<file path="config.mk">
export PLATFORM = sky130hd
export DESIGN_NAME = imem_loader
export DESIGN_NICKNAME = d
export VERILOG_FILES = /design/src/rtl/imem_loader.sv
export SDC_FILE = /design/constraint.sdc
export NUM_CORES = 1
export LEC_CHECK = 0
export CORE_AREA = 2 2 79 138
export CTS_CLUSTER_SIZE = 10
export DETAILED_ROUTE_END_ITERATION = 6
export DIE_AREA = 0 0 81 140
export HOLD_SLACK_MARGIN = 0.12
export PLACE_DENSITY = 0.74
export REMOVE_ABC_BUFFERS = 1
export SYNTH_ARGS = -nofsm -noshare
export SYNTH_HDL_FRONTEND = slang
export SYNTH_SLANG_ARGS = --single-unit
</file>
<file path="constraint.sdc">
create_clock -name CLK -period 2.54 [get_ports CLK]
set_clock_uncertainty 0.05 [all_clocks]
set_input_delay 0.254 -clock CLK [delete_from_list [all_inputs] [get_ports CLK]]
set_output_delay 0.254 -clock CLK [all_outputs]
set_load 0.05 [all_outputs]
</file>
<file path="src/rtl/imem_loader.sv">
// ---------------------------------------------------------------------------
// imem_loader
//
// Boot-time writer for the byte-addressed, big-endian instruction memory.
// Program bytes arrive over a valid/ready handshake. Each group of four
// bytes is packed MSB-first into a 32-bit word. Each word goes to the memory
// write port as a one-cycle strobe. The CPU is held off fetch until loading
// ends, either on the first HALT word (opcode 6'b111111) or when the last
// word of memory has been written.
//
// Parameters
//   DEPTH_BYTES : instruction memory size in bytes (multiple of 4)
//   ADDR_W      : width of the write address
//
// Ports
//   CLK        in   rising-edge clock
//   Reset      in   asynchronous active-low reset
//   Start      in   one-cycle pulse that begins a load (IDLE or DONE only)
//   ByteIn     in   program byte; byte 0 of a word is the MSB
//   ByteValid  in   ByteIn is valid
//   ByteReady  out  loader accepts ByteIn this cycle (LOAD state)
//   WrEn       out  one-cycle word write strobe
//   WAddr      out  byte address of the word being written (multiple of 4)
//   WData      out  word being written, [31:24] -> WAddr+0
//   CpuHold    out  high while the CPU must not fetch
//   Done       out  high once a load has completed
//   WordCount  out  words written in the current or last load
// ---------------------------------------------------------------------------
module imem_loader #(
    parameter int DEPTH_BYTES = 128,
    parameter int ADDR_W      = 32
) (
    input  logic              CLK,
    input  logic              Reset,
    input  logic              Start,
    input  logic [7:0]        ByteIn,
    input  logic              ByteValid,
    output logic              ByteReady,
    output logic              WrEn,
    output logic [ADDR_W-1:0] WAddr,
    output logic [31:0]       WData,
    output logic              CpuHold,
    output logic              Done,
    output logic [5:0]        WordCount
);

    typedef enum logic [1:0] {
        S_IDLE  = 2'd0,
        S_LOAD  = 2'd1,
        S_WRITE = 2'd2,
        S_DONE  = 2'd3
    } state_t;

    localparam logic [ADDR_W-1:0] LAST_ADDR = ADDR_W'(DEPTH_BYTES - 4);
    localparam logic [ADDR_W-1:0] WORD_STEP = ADDR_W'(4);
    localparam logic [5:0]        HALT_OP   = 6'b111111;

    state_t              state_q,    state_d;
    logic                wr_en_q,    wr_en_d;
    logic [ADDR_W-1:0]   waddr_q,    waddr_d;
    logic [31:0]         wdata_q,    wdata_d;
    logic                done_q,     done_d;
    logic [5:0]          word_cnt_q, word_cnt_d;
    logic [1:0]          byte_cnt_q, byte_cnt_d;
    logic [31:0]         shift_q,    shift_d;

    // Word as it looks once the byte on ByteIn is shifted in.
    logic [31:0]         assembled;
    logic                last_word;

    assign assembled = {shift_q[23:0], ByteIn};

    // A load ends on a HALT opcode or after the top word of memory.
    assign last_word = (wdata_q[31:26] == HALT_OP) || (waddr_q == LAST_ADDR);

    always_comb begin
        state_d    = state_q;
        wr_en_d    = 1'b0;
        waddr_d    = waddr_q;
        wdata_d    = wdata_q;
        done_d     = done_q;
        word_cnt_d = word_cnt_q;
        byte_cnt_d = byte_cnt_q;
        shift_d    = shift_q;

        case (state_q)
            S_IDLE, S_DONE: begin
                // A byte offered alongside Start is not taken: ByteReady
                // is still low in this cycle.
                if (Start) begin
                    state_d    = S_LOAD;
                    waddr_d    = '0;
                    word_cnt_d = '0;
                    byte_cnt_d = '0;
                    done_d     = 1'b0;
                end
            end

            S_LOAD: begin
                // Start is deliberately ignored here.
                if (ByteValid) begin
                    shift_d    = assembled;
                    byte_cnt_d = byte_cnt_q + 2'd1;
                    if (byte_cnt_q == 2'd3) begin
                        state_d = S_WRITE;
                        wr_en_d = 1'b1;
                        wdata_d = assembled;
                    end
                end
            end

            S_WRITE: begin
                word_cnt_d = word_cnt_q + 6'd1;
                if (last_word) begin
                    state_d = S_DONE;
                    done_d  = 1'b1;
                end else begin
                    state_d = S_LOAD;
                    waddr_d = waddr_q + WORD_STEP;
                end
            end

            default: state_d = S_IDLE;
        endcase
    end

    always_ff @(posedge CLK or negedge Reset) begin
        if (!Reset) begin
            state_q    <= S_IDLE;
            wr_en_q    <= 1'b0;
            waddr_q    <= '0;
            wdata_q    <= '0;
            done_q     <= 1'b0;
            word_cnt_q <= '0;
            byte_cnt_q <= '0;
            shift_q    <= '0;
        end else begin
            state_q    <= state_d;
            wr_en_q    <= wr_en_d;
            waddr_q    <= waddr_d;
            wdata_q    <= wdata_d;
            done_q     <= done_d;
            word_cnt_q <= word_cnt_d;
            byte_cnt_q <= byte_cnt_d;
            shift_q    <= shift_d;
        end
    end

    // Handshake and hold are decoded straight from state so that CpuHold
    // rises in the very cycle the state re-enters LOAD from DONE.
    assign ByteReady = (state_q == S_LOAD);
    assign CpuHold   = (state_q != S_DONE);

    assign WrEn      = wr_en_q;
    assign WAddr     = waddr_q;
    assign WData     = wdata_q;
    assign Done      = done_q;
    assign WordCount = word_cnt_q;

endmodule

</file>
Yosys cells after proc, flatten, opt, wreduce, memory -nomap -nowiden:

Cells that the tools add are included.

* register bits after elaboration: 100
* input port bits: 12
* output and inout bits: 74

* $add $sub $neg: 3
* equal/unequal tests: 12
* mux-type cells: 19
* reduce and logical (&&, ||, !) cells: 12

Operator list (number)
* 32-bit 2-to-1 mux: 2
* 32-bit case mux with 2 select lines: 1
* 32-bit by 3-bit adder with 32-bit output (second input constant): 1
* 32-bit by 7-bit == test with 1-bit output (second input constant): 1
* 3-bit AND reduction: 5
* 2-bit 2-to-1 mux: 6
* 6-bit case mux with 2 select lines: 1
* 2-bit != test (second input constant): 5
* 6-bit by 1-bit adder with 6-bit output (second input constant): 1
* 2-bit == test (second input constant): 3
* 6-bit == test (second input constant): 1
* 6-bit 2-to-1 mux: 1
* 2-bit case mux with 3 select lines: 1
* 1-bit 2-to-1 mux: 5
* 2-bit case mux with 2 select lines: 1
* 2-bit AND reduction: 2
* 2-bit nonzero test: 2
* 2-bit by 1-bit adder with 2-bit output (second input constant): 1
* 2-bit by 1-bit == test with 1-bit output (second input constant): 1
* 2-bit zero test: 1
* 2-bit by 1-bit != test with 1-bit output (second input constant): 1
* 1-bit case mux with 2 select lines: 1
* 2-bit OR reduction: 1
* 1-bit logical OR: 1

Depth between registers and ports, before layout:

* depth in word-level cells: 4
* mapped depth: 8

Worst setup path before layout:

Ideal clock, no wire load.

* path type: register to register
* start: register waddr_q[15] (netlist: WAddr[15])
* end: register waddr_q[28] (netlist: WAddr[28])
* setup time: 124 ps
* arrival time: 2610 ps
* required time: 2366 ps
* slack: -244 ps
* stages on the path, launching flop included: 9
* buffers on the path: 3
* clock period less this slack: 2784 ps
* cell sequence: dfrtp_1 > clkbuf_1 > or4_1 > or4_1 > buf_6 > o211a_4 > buf_6 > and3_1 > a211o_1

* cells in the longest elaborated chain, start to end: 4
* elaborated cells between the ends (all ways): 7
* those cells by class: 1 x add/sub; 2 x eq/ne; 2 x mux; 2 x reduce/logical

RTL lines
* start, declared: RTL line 60 `logic [ADDR_W-1:0] waddr_q, waddr_d;`
* start signal, assigned: RTL line 140 `waddr_q <= waddr_d;`
* branches (longest 4 deep; another with 32-bit by 3-bit adder with 32-bit output)

Parallel ways; which one is timed is not known. The select of a mux whose other input is x is not followed.
A chain may end at the register's enable or synchronous reset.

Worst setup path in the final report:

* start: register waddr_q[24] (netlist: WAddr[24])
* end: register waddr_q[27] (netlist: WAddr[27])

The elaborated chain is that of the path after synthesis.

==> results.json <==
{
  "routabilityCongestion": 0.953,
  "drt-pass1-iter-count": 5,
  "wl_per_cell_um": 18.8,
  "synth_area_um2": 4720,
  "cap_violations": 0,
  "power.leakage_nw": 2.80,
  "synth-seq-cells": 98,
  "grt_pass1_wl_mm": 20.7,
  "nFillCells": 870,
  "start_util_pct": 46.3,
  "worstSetupPathType": "reg -> reg",
  "antenna_found_initial": 0,
  "cts_root_buf": "clkbuf_16",
  "track_usage_pct": 24.1,
  "synthArstFlopShare_pct": 100,
  "syn_avg_cell_area_um2": 11.0,
  "critical_path_required_ns": 2.73,
  "crit_arrival_ns": 2.64,
  "io_buffers": 83,
  "grt_max_degree": 41,
  "relSlewSlack_pct": 64.4,
  "yosys_warnings": 0,
  "drc": 0,
  "layout-drive-gt1-share_pct": 22.9,
  "viasPerCell": 5.81,
  "synth-main-ff-cell": "dfrtp_1",
  "final_cell_mix": "dfrtp_1 (98), clkdlybuf4s50_1 (82), mux2_2 (56)",
  "nets": 570,
  "total_power_mw": 6.09,
  "clk_latency_ns": 0.35,
  "synth_cell_types": 44,
  "hold_class": "in -> async",
  "via_count": 3963,
  "critPathMaxFanout": 8,
  "status": "finished clean",
  "syn_to_final_growth_pct": 34.3,
  "cts_tree": "yes",
  "max_freq_mhz": 409,
  "cts_made_buffers": 9,
  "power-per-cell-area_nw_per_um2": 961,
  "setup_viol_count_final": 0,
  "fp.dieH_um": 140,
  "drt_iter0_markers": 298,
  "setup.worst_path.start_class": "flop",
  "rsz0062_at_grt": "false",
  "dieArea_um2": 11300,
  "end_kind": "flop",
  "num_rows": 49,
  "final_common_cell": "dfrtp_1",
  "final_antenna_net_count": 0,
  "core_area_um2": 10200,
  "io_pins": 86,
  "clkSinkCount": 98,
  "reg2reg_depth": 5,
  "synth_edf_count": 0,
  "wirelength_mm": 12.8,
  "period_minus_slack_ns": 2.44,
  "period_share_pct": 96.3,
  "cts_max_path_buffers": 2,
  "tns_ns": 0,
  "path_clk_slew_ns": 0.08,
  "post_cts_buffers": 0,
  "dpl.hpwl_mm": 9.47,
  "htree_num_levels": 3,
  "drv_slew": 0,
  "overflow": 0,
  "vdd.ir_drop.worst_mv": 0.773,
  "ys_seq_area_share_pct": 52.0,
  "tightest_slew_ns": 0.533,
  "dieWidth_um": 81,
  "syn_inst": 428,
  "antenna_cells": 0,
  "hold_viol_final": 0,
  "grt_pass1_vias": 3980
}
synthesized netlist by cell type (all sizes together), types with 10 or more instances:
| library cell | instances | area share (%) |
|---|---|---|
| nor3 | 15 | 1.6 |
| o21ai | 21 | 2.3 |
| nand2 | 43 | 3.4 |
| nand4 | 10 | 1.3 |
| inv | 14 | 1.1 |
| dfrtp | 98 | 52 |
| nand3 | 25 | 2.7 |
| mux2 | 56 | 13 |
| or4 | 17 | 2.7 |
| o211ai | 12 | 2.0 |
| clkbuf | 18 | 1.4 |
critical path, cell delays in order (launching register included):
cell     delay (ns)
dfrtp_1        0.39
or4_1          0.54
or4_4          0.59
o211a_4        0.32
and3_1         0.19
a211o_1        0.26
through the flow:
step | cells | setup slack (ns) | hold WS, ns | util (%) | cell area, um2
2_1_floorplan | 406 | -0.339 | -0.0916 | - | 4610
3_3_place_gp | 665 | 0.0615 | 0.190 | 59.0 | 6000
3_5_place_dp | 665 | 0.000748 | 0.197 | 59.0 | 6000
4_1_cts | 682 | 0.105 | 0.366 | 62.2 | 6330
5_1_grt | 682 | 0.0263 | 0.393 | 62.2 | 6330
6_report | 682 | 0.0952 | 0.350 | 62.2 | 6330
final timing paths:
kind                                  startpoint               endpoint  slack [ns]
setup / recovery           WAddr[24]$_DFFE_PN0P_  WAddr[27]$_DFFE_PN0P_         0.1
min in group CLK           WData[22]$_DFFE_PN0P_  WData[22]$_DFFE_PN0P_        0.45
max in group asynchronous                  Reset  WAddr[10]$_DFFE_PN0P_        1.38
hold reg to reg            WData[22]$_DFFE_PN0P_  WData[22]$_DFFE_PN0P_        0.45
setup reg to reg           WAddr[24]$_DFFE_PN0P_  WAddr[27]$_DFFE_PN0P_         0.1
hold / removal                             Reset  WData[14]$_DFFE_PN0P_        0.35
sequential cells by signal, indices dropped and copies added (netlist names):
signal	cells
byte_cnt_q	2
WAddr	30
state_q	2
Done	1
WrEn	1
shift_q	24
WData	32
WordCount	6
logic make-up after synthesis:
logic type	Yosys count	share of synthesized area [%]
simple gates	146	16.5
flops	98	52.0
mux	60	14.2
compound gates	78	11.6
fa+ha+maj	8	2.12
other cells	1	0.0795
buf+inv	37	3.50
final cells by class:
cell class,count,area [um2],area share (%)
timing repair buffer,133,1240,19.6
clock buffer,9,225,3.56
multi-input combinational,294,2110,33.2
tap,127,159,2.51
inverter,14,52.6,0.830
sequential,98,2450,38.7
clock inverter,7,95.1,1.50
power by group:
part | total (mW) | leakage [nW] | switching (mW) | internal (mW)
sequential | 2.26 | 1.30 | 0.290 | 1.97
clock | 1.45 | 0.157 | 0.659 | 0.793
combinational | 2.38 | 1.34 | 1.45 | 0.932
total | 6.09 | 2.80 | 2.40 | 3.69
routing by layer:
metal | global-route usage, % | routed length (um)
met3 | 5.93 | 727
met2 | 41.5 | 6770
met1 | 27.0 | 4850
met5 | 0 | 0
met4 | 11.8 | 483
repair_timing:
action | in CTS | in global routing
gates resized for setup | 1 | 1
setup endpoints to repair | 2 | 1
hold endpoints to repair | 35 | 0
hold buffers | 1 | 0
No activity file was read; power rests on OpenSTA's default activity.
